===== src/rtl/nlfsr_search_ctrl_if.sv =====
// Lane and result bus between the search controller, its engines and the
// result consumer.
// Handshake rules:
//   - lane_done is a level. A lane raises it when its candidate is finished and
//     holds it until it sees its lane_res pulse. lane_found qualifies it.
//   - The result port is valid/ready. A word transfers on a rising edge where
//     res_valid and res_ready are both high. The head word stays stable until it
//     is popped. Only start or reset discard it.
interface nlfsr_search_ctrl_if #(
    parameter int LANES       = 4,
    parameter int NUM_OF_TAPS = 6,
    parameter int LANE_W      = 4
);
    logic [LANES-1:0]               lane_done;
    logic [LANES-1:0]               lane_found;
    logic [LANES*NUM_OF_TAPS*8-1:0] lane_taps;
    logic [LANES-1:0]               lane_ena;
    logic [LANES-1:0]               lane_res;
    logic                           res_valid;
    logic [NUM_OF_TAPS*8-1:0]       res_taps;
    logic [LANE_W-1:0]              res_lane;
    logic                           res_ready;

    // Controller side
    modport master (
        input  lane_done, lane_found, lane_taps, res_ready,
        output lane_ena, lane_res, res_valid, res_taps, res_lane
    );

    // Lane engines and result consumer side
    modport slave (
        output lane_done, lane_found, lane_taps, res_ready,
        input  lane_ena, lane_res, res_valid, res_taps, res_lane
    );
endinterface


===== src/rtl/nlfsr_search_ctrl.sv =====
// Multi-lane NLFSR tap-search controller.
// It arbitrates lane completions, restarts the lanes and queues found tap
// sets in a first-word-fall-through FIFO. It also counts attempts and ends a
// campaign on the first find (mode 0) or at the attempt limit (mode 1).
// state_dbg encoding: 0 IDLE, 1 RUN, 2 DRAIN, 3 DONE.
module nlfsr_search_ctrl #(
    parameter int NUM_OF_TAPS  = 6,
    parameter int SIZE         = 16,
    parameter int LANES        = 4,
    parameter int LANE_W       = 4,
    parameter int RESULT_DEPTH = 4,
    parameter int MAX_ATTEMPTS = 0
) (
    input  logic                clk,
    input  logic                res,
    input  logic                start,
    input  logic                restart,
    input  logic                mode,
    nlfsr_search_ctrl_if.master bus,
    output logic                started,
    output logic                busy,
    output logic                exhausted,
    output logic [15:0]         found_cnt,
    output logic [31:0]         attempts,
    output logic [1:0]          state_dbg
);
    localparam int TAP_W = NUM_OF_TAPS * 8;
    localparam int ENT_W = LANE_W + TAP_W;
    localparam int PTR_W = $clog2(RESULT_DEPTH);
    localparam logic [31:0] MAX_A = 32'(MAX_ATTEMPTS);

    localparam logic [1:0] S_IDLE  = 2'd0;
    localparam logic [1:0] S_RUN   = 2'd1;
    localparam logic [1:0] S_DRAIN = 2'd2;
    localparam logic [1:0] S_DONE  = 2'd3;

    // Reject parameter sets the datapath cannot represent
    if (LANES < 1 || LANES > 16 || (1 << LANE_W) < LANES || RESULT_DEPTH < 2 ||
        (RESULT_DEPTH & (RESULT_DEPTH - 1)) != 0 || SIZE < 2) begin : g_bad_params
        $error("nlfsr_search_ctrl: illegal parameter set");
    end

    logic [1:0]        state;
    logic              mode_q;
    logic [LANES-1:0]  lane_res_q;
    logic [LANES-1:0]  lane_ena_q;
    logic [ENT_W-1:0]  mem [RESULT_DEPTH];
    logic [PTR_W:0]    wr_ptr;
    logic [PTR_W:0]    rd_ptr;
    logic [ENT_W-1:0]  head;
    logic              fifo_empty;
    logic              fifo_full;
    logic              pop;
    logic              can_push;
    logic [LANES-1:0]  elig;
    logic              ev_hit;
    logic              ev_found;
    logic [LANE_W-1:0] ev_lane;
    logic [TAP_W-1:0]  ev_taps;
    logic              go;
    logic              accept;
    logic              push;
    logic              hit_limit;
    logic [31:0]       attempts_inc;
    logic [15:0]       found_inc;

    // The pointers carry one extra wrap bit, so full and empty can be told apart
    assign fifo_empty = (wr_ptr == rd_ptr);
    assign fifo_full  = (wr_ptr[PTR_W] != rd_ptr[PTR_W]) &&
                        (wr_ptr[PTR_W-1:0] == rd_ptr[PTR_W-1:0]);
    assign pop        = bus.res_valid & bus.res_ready;
    assign can_push   = ~fifo_full | pop;

    // A lane is masked while its own restart pulse is out, so it is never counted twice
    assign elig = bus.lane_done & ~lane_res_q & (~bus.lane_found | {LANES{can_push}});

    // Lowest eligible index wins; blocked found lanes are already out of elig
    always_comb begin
        ev_hit   = 1'b0;
        ev_found = 1'b0;
        ev_lane  = '0;
        for (int i = LANES - 1; i >= 0; i--) begin
            if (elig[i]) begin
                ev_hit   = 1'b1;
                ev_found = bus.lane_found[i];
                ev_lane  = LANE_W'(i);
            end
        end
    end

    assign ev_taps      = bus.lane_taps[int'(ev_lane) * TAP_W +: TAP_W];
    assign go           = start && (state == S_IDLE || state == S_DONE);
    assign accept       = (state == S_RUN) && !restart && ev_hit;
    assign push         = accept && ev_found;
    assign attempts_inc = (&attempts) ? attempts : attempts + 32'd1;
    assign found_inc    = (&found_cnt) ? found_cnt : found_cnt + 16'd1;
    assign hit_limit    = accept && mode_q && (MAX_A != 32'd0) && (attempts_inc == MAX_A);

    // Campaign state machine, lane enables and sticky status flags
    always_ff @(posedge clk or negedge res) begin
        if (!res) begin
            state      <= S_IDLE;
            mode_q     <= 1'b0;
            started    <= 1'b0;
            exhausted  <= 1'b0;
            lane_ena_q <= '0;
        end else begin
            case (state)
                S_IDLE, S_DONE: begin
                    if (start) begin
                        state      <= S_RUN;
                        mode_q     <= mode;
                        started    <= 1'b1;
                        exhausted  <= 1'b0;
                        lane_ena_q <= '1;
                    end
                end
                S_RUN: begin
                    if ((push && !mode_q) || hit_limit) begin
                        state      <= S_DRAIN;
                        lane_ena_q <= '0;
                    end
                    if (hit_limit) begin
                        exhausted <= 1'b1;
                    end
                end
                default: begin
                    if (fifo_empty) begin
                        state <= S_DONE;
                    end
                end
            endcase
        end
    end

    // One-cycle restart pulses: all lanes on start/restart, the served lane otherwise
    always_ff @(posedge clk or negedge res) begin
        if (!res) begin
            lane_res_q <= '0;
        end else if (go || (state == S_RUN && restart)) begin
            lane_res_q <= '1;
        end else if (accept) begin
            lane_res_q <= LANES'(1) << ev_lane;
        end else begin
            lane_res_q <= '0;
        end
    end

    // Saturating campaign counters
    always_ff @(posedge clk or negedge res) begin
        if (!res) begin
            attempts  <= '0;
            found_cnt <= '0;
        end else if (go) begin
            attempts  <= '0;
            found_cnt <= '0;
        end else if (accept) begin
            attempts <= attempts_inc;
            if (ev_found) begin
                found_cnt <= found_inc;
            end
        end
    end

    // Result FIFO pointers; start discards anything left over
    always_ff @(posedge clk or negedge res) begin
        if (!res) begin
            wr_ptr <= '0;
            rd_ptr <= '0;
        end else if (go) begin
            wr_ptr <= '0;
            rd_ptr <= '0;
        end else begin
            if (push) begin
                wr_ptr <= wr_ptr + 1'b1;
            end
            if (pop) begin
                rd_ptr <= rd_ptr + 1'b1;
            end
        end
    end

    // Result storage holds data only, so it needs no reset
    always_ff @(posedge clk) begin
        if (push) begin
            mem[wr_ptr[PTR_W-1:0]] <= {ev_lane, ev_taps};
        end
    end

    assign head          = mem[rd_ptr[PTR_W-1:0]];
    assign bus.res_valid = ~fifo_empty;
    assign bus.res_taps  = fifo_empty ? '0 : head[TAP_W-1:0];
    assign bus.res_lane  = fifo_empty ? '0 : head[ENT_W-1:TAP_W];
    assign bus.lane_res  = lane_res_q;
    assign bus.lane_ena  = lane_ena_q;
    assign busy          = (state == S_RUN) || (state == S_DRAIN);
    assign state_dbg     = state;
endmodule


===== src/flat_wrapper.sv =====
// flat-port wrapper written by rule: the top's interface ports become plain ports
module nlfsr_search_ctrl_flat 
#(
    parameter int NUM_OF_TAPS  = 6,
    parameter int SIZE         = 16,
    parameter int LANES        = 4,
    parameter int LANE_W       = 4,
    parameter int RESULT_DEPTH = 4,
    parameter int MAX_ATTEMPTS = 0
)
  (clk, res, start, restart, mode, started, busy, exhausted, found_cnt, attempts, state_dbg, bus_lane_done, bus_lane_found, bus_lane_taps, bus_res_ready, bus_lane_ena, bus_lane_res, bus_res_valid, bus_res_taps, bus_res_lane);
  nlfsr_search_ctrl_if #(.LANES(LANES), .NUM_OF_TAPS(NUM_OF_TAPS), .LANE_W(LANE_W)) bus_i ();
  input  logic clk;
  input  logic res;
  input  logic start;
  input  logic restart;
  input  logic mode;
  output logic started;
  output logic busy;
  output logic exhausted;
  output logic [15:0] found_cnt;
  output logic [31:0] attempts;
  output logic [1:0] state_dbg;
  input wire logic [$bits(bus_i.lane_done)-1:0] bus_lane_done;
  input wire logic [$bits(bus_i.lane_found)-1:0] bus_lane_found;
  input wire logic [$bits(bus_i.lane_taps)-1:0] bus_lane_taps;
  input wire logic [$bits(bus_i.res_ready)-1:0] bus_res_ready;
  output wire logic [$bits(bus_i.lane_ena)-1:0] bus_lane_ena;
  output wire logic [$bits(bus_i.lane_res)-1:0] bus_lane_res;
  output wire logic [$bits(bus_i.res_valid)-1:0] bus_res_valid;
  output wire logic [$bits(bus_i.res_taps)-1:0] bus_res_taps;
  output wire logic [$bits(bus_i.res_lane)-1:0] bus_res_lane;
  assign bus_i.lane_done = bus_lane_done;
  assign bus_i.lane_found = bus_lane_found;
  assign bus_i.lane_taps = bus_lane_taps;
  assign bus_i.res_ready = bus_res_ready;
  assign bus_lane_ena = bus_i.lane_ena;
  assign bus_lane_res = bus_i.lane_res;
  assign bus_res_valid = bus_i.res_valid;
  assign bus_res_taps = bus_i.res_taps;
  assign bus_res_lane = bus_i.res_lane;
  nlfsr_search_ctrl #(.NUM_OF_TAPS(NUM_OF_TAPS), .SIZE(SIZE), .LANES(LANES), .LANE_W(LANE_W), .RESULT_DEPTH(RESULT_DEPTH), .MAX_ATTEMPTS(MAX_ATTEMPTS)) u_core (.clk(clk), .res(res), .start(start), .restart(restart), .mode(mode), .bus(bus_i), .started(started), .busy(busy), .exhausted(exhausted), .found_cnt(found_cnt), .attempts(attempts), .state_dbg(state_dbg));
endmodule

===== config.mk =====
export PLATFORM = sky130hd
export DESIGN_NAME = nlfsr_search_ctrl_flat
export DESIGN_NICKNAME = d
export VERILOG_FILES = /design/src/rtl/nlfsr_search_ctrl_if.sv /design/src/rtl/nlfsr_search_ctrl.sv /design/src/flat_wrapper.sv
export SDC_FILE = /design/constraint.sdc
export NUM_CORES = 1
export LEC_CHECK = 0
export ABC_AREA = 1
export BUFFER_PORTS_ARGS = -buffer_cell sky130_fd_sc_hd__buf_2
export CORE_ASPECT_RATIO = 0.7
export CORE_MARGIN = 4
export CORE_UTILIZATION = 33
export DETAILED_ROUTE_END_ITERATION = 12
export HOLD_SLACK_MARGIN = 0.12
export SETUP_SLACK_MARGIN = 0.4
export SLEW_MARGIN = 15
export SYNTH_ARGS = -nofsm -noshare
export SYNTH_HDL_FRONTEND = slang
export SYNTH_SLANG_ARGS = --single-unit

===== constraint.sdc =====
create_clock -name clk -period 5.3 [get_ports clk]
set_input_delay 1.06 -clock clk [delete_from_list [all_inputs] [get_ports clk]]
set_output_delay 1.06 -clock clk [all_outputs]
set_load 0.02 [all_outputs]

==> results_dict.tcl <==
set metrics [dict create \
    outcome "complete, no violations" \
    ios 320 \
    max_freq_mhz 248 \
    cts_made_buffers 27 \
    top_layer_used "met5" \
    period_share 0.762 \
    drt_first_pass_iters 5 \
    antenna_left 0 \
    preCtsSetupSlack_ns 1.63 \
    async_flop_share 0.240 \
    rsz0062_at_grt "no" \
    area_growth_syn_to_layout_pct 22.4 \
    p_leak_nw 6.93 \
    worst_setup_path_start_kind "flop" \
    antenna_found_initial 10 \
    cp_data_required_time_ns 4.24 \
    endpoint_kind "output port" \
    ff2ff_path_depth 11 \
    worst_slew_pin_slew_ns 1.05 \
    met1_length_um 21000 \
    rows 61 \
    cts_resized 0 \
    grt_pass1_vias 11147 \
    clock-root-buffer "clkbuf_16" \
    yosys-top-cells-area "edfxtp_1, dfrtp_1, nand2_1, nand3_1, nor2_1" \
    place_congestion 0.970 \
    grt_pass1_wl_um 67100 \
    slew_violations 0 \
    grt_max_degree 103 \
    hold_violations 0 \
    clk_pin_slew_ns 0.07 \
    ir_worst_vdd_uv 377 \
    post-cts-setup-buffer-count 0 \
    core_um2 39700 \
    cp_common_cell "nand2_1" \
    cp-endpoint "bus_res_taps[34]" \
    cap_violations 0 \
    reg2reg_to "u_core.mem[0][8]$_DFFE_PP_" \
    skew_ns 0.0446 \
    power_density_nw_per_um2 576 \
    port_buffers 316 \
    start_util 0.334 \
    ys_seq_area_frac 0.572 \
    clockBufferDepth 3 \
    min_path_type "reg2reg" \
    synthTopCellsByCount "nand2_1, edfxtp_1, nor2_1" \
    crit_path_start "u_core.rd_ptr[1]$_DFFE_PN0P_" \
    crit_arrival_ns 2.98 \
    num_vias 11659 \
    reg2reg_setup_slack_ns 1.79 \
    finalCriticalPeriod_ns 4.04 \
    syn_area_per_cell_um2 9.11 \
    wirelength_um 44100 \
    overflow 0 \
    synth_edf_count 200 \
    routed-wl-met2_um 19500 \
    synthCells 1454 \
    final_nets 1948 \
    worst_path_max_delay_cell "dfrtp_1" \
    die_w_um 247 \
    hpwl_um 31000 \
    cts.sinks 263 \
    syn-cell-area_um2 13200 \
    synth_ff_type "edfxtp_1" \
    crit_type "reg2out" \
    slew_headroom 0.300 \
    met3_wirelength_um 2460 \
    final.setup.worst_slack_ns 1.26 \
    synth.most_common_cell "nand2_1" \
    htreeDepth 1 \
    groute.usage.overall 0.198 \
    regToRegStartpoint "u_core.rd_ptr[1]$_DFFE_PN0P_" \
    synth_area_leader_cell "edfxtp_1" \
    tns_ns 0 \
    drcViolationCount 0 \
    dieHeight_um 176 \
    yosys_warnings 0 \
    path_cells "inv_2 > nand2_1 > nand2_1 > nor2_4 > nand2_2 > buf_4 > nand2_1 > inv_1 > buf_2" \
    die-area_um2 43500 \
    vias_per_cell 5.08 \
    drive_above_1_share 0.238 \
    insertion_delay_ns 0.56 \
    setup_viol 0 \
    cpPeakStageDelay_ns 0.87 \
    ys_seq_elements 263 \
    cts_hold_buf 0 \
    synth.top_cell.area_share 0.453 \
    cts_tree "yes" \
    wl_per_cell_um 19.2 \
    crit_fanout 27 \
    synth.distinct_cells 37 \
    drtIter0Drc 846 \
]
how the worst min path moves through the flow:
stage / cells after the start / start / endpoint
CTS: 1 / u_core.started$_DFFE_PN0P_ / u_core.started$_DFFE_PN0P_
global placement: 1 / u_core.started$_DFFE_PN0P_ / u_core.started$_DFFE_PN0P_
detailed placement: 1 / u_core.started$_DFFE_PN0P_ / u_core.started$_DFFE_PN0P_
global route: 1 / u_core.started$_DFFE_PN0P_ / u_core.started$_DFFE_PN0P_
finish: 1 / u_core.started$_DFFE_PN0P_ / u_core.started$_DFFE_PN0P_
floorplan: 2 / u_core.mode_q$_DFFE_PN0P_ / u_core.mode_q$_DFFE_PN0P_
logic make-up after synthesis:
| family | synth area share |
|---|---|
| simple gates | 0.251 |
| buf+inv | 0.0617 |
| compound gates | 0.0771 |
| flops | 0.572 |
| fa+ha+maj | 0.00850 |
| other cells | 0.000283 |
| xor+xnor | 0.0291 |
layout make-up:
class,count,area [um2]
timing repair buffer,339,1750
clock inverter,20,213
sequential,263,7580
fill,3963,23500
multi-input combinational,997,4900
inverter,105,394
antenna,6,15.0
tap,535,669
clock buffer,29,683
sequential cells by signal (all words and copies together), names as in the netlist:
name,cells
u_core.state_dbg,2
u_core.found_cnt,16
u_core.attempts,32
u_core.bus.lane_ena,1
u_core.mode_q,1
u_core.bus.lane_res,4
u_core.wr_ptr,3
u_core.rd_ptr,3
u_core.mem,200
u_core.started,1
power by group:
| group | switching [mW] | leakage (nW) | total [mW] | internal [mW] |
|---|---|---|---|---|
| combinational | 3.32 | 3.84 | 4.47 | 1.15 |
| clock | 0.822 | 0.441 | 1.95 | 1.13 |
| sequential | 0.166 | 2.65 | 2.92 | 2.76 |
placed cells by master (no fill, tap or decap), types with 3 or more instances in the layout:
cell type  count
conb_1         3
clkbuf_16     27
nand4_1       57
inv_6          3
clkinv_2       5
nor2_1       171
nand2_1      319
ha_1           9
xor2_1        30
nand3_1      163
diode_2        6
a21oi_1        3
o21ai_0      110
dfrtp_1       62
edfxtp_1     200
o22ai_1       50
inv_2          7
o21ai_2        7
o21ai_1        3
buf_2        316
nor4_1        11
bufinv_16      4
inv_1         98
nand2_2        6
buf_4         23
xnor2_1       14
nor2_4         7
clkinv_1       5
nor3_1        20
worst max-delay path, delay by kind of cell (launching register included):
kind          cells  cell delay (ns)
buf+inv           4             0.67
flops             1             0.87
simple gates      5             0.87
per-layer routing:
metal,vias up,track usage
met2,371,0.297
met1,5681,0.300
met4,4,0.0482
met3,59,0.0299
li1,5544,-
met5,-,0
per-stage QoR:
step                area [um2]  utilization  hold slack [ns]  total power [mW]  std cells
floorplan                13300            -            0.504              5.84       1456
global placement         15300        0.386            0.449              7.43       2239
detailed placement       15300        0.386            0.449              7.48       2239
CTS                      16200        0.408            0.466              9.44       2288
global route             16200        0.409            0.489              9.97       2294
finish                   16200        0.409            0.466              9.35       2294
No activity file was read; power rests on OpenSTA's default activity.
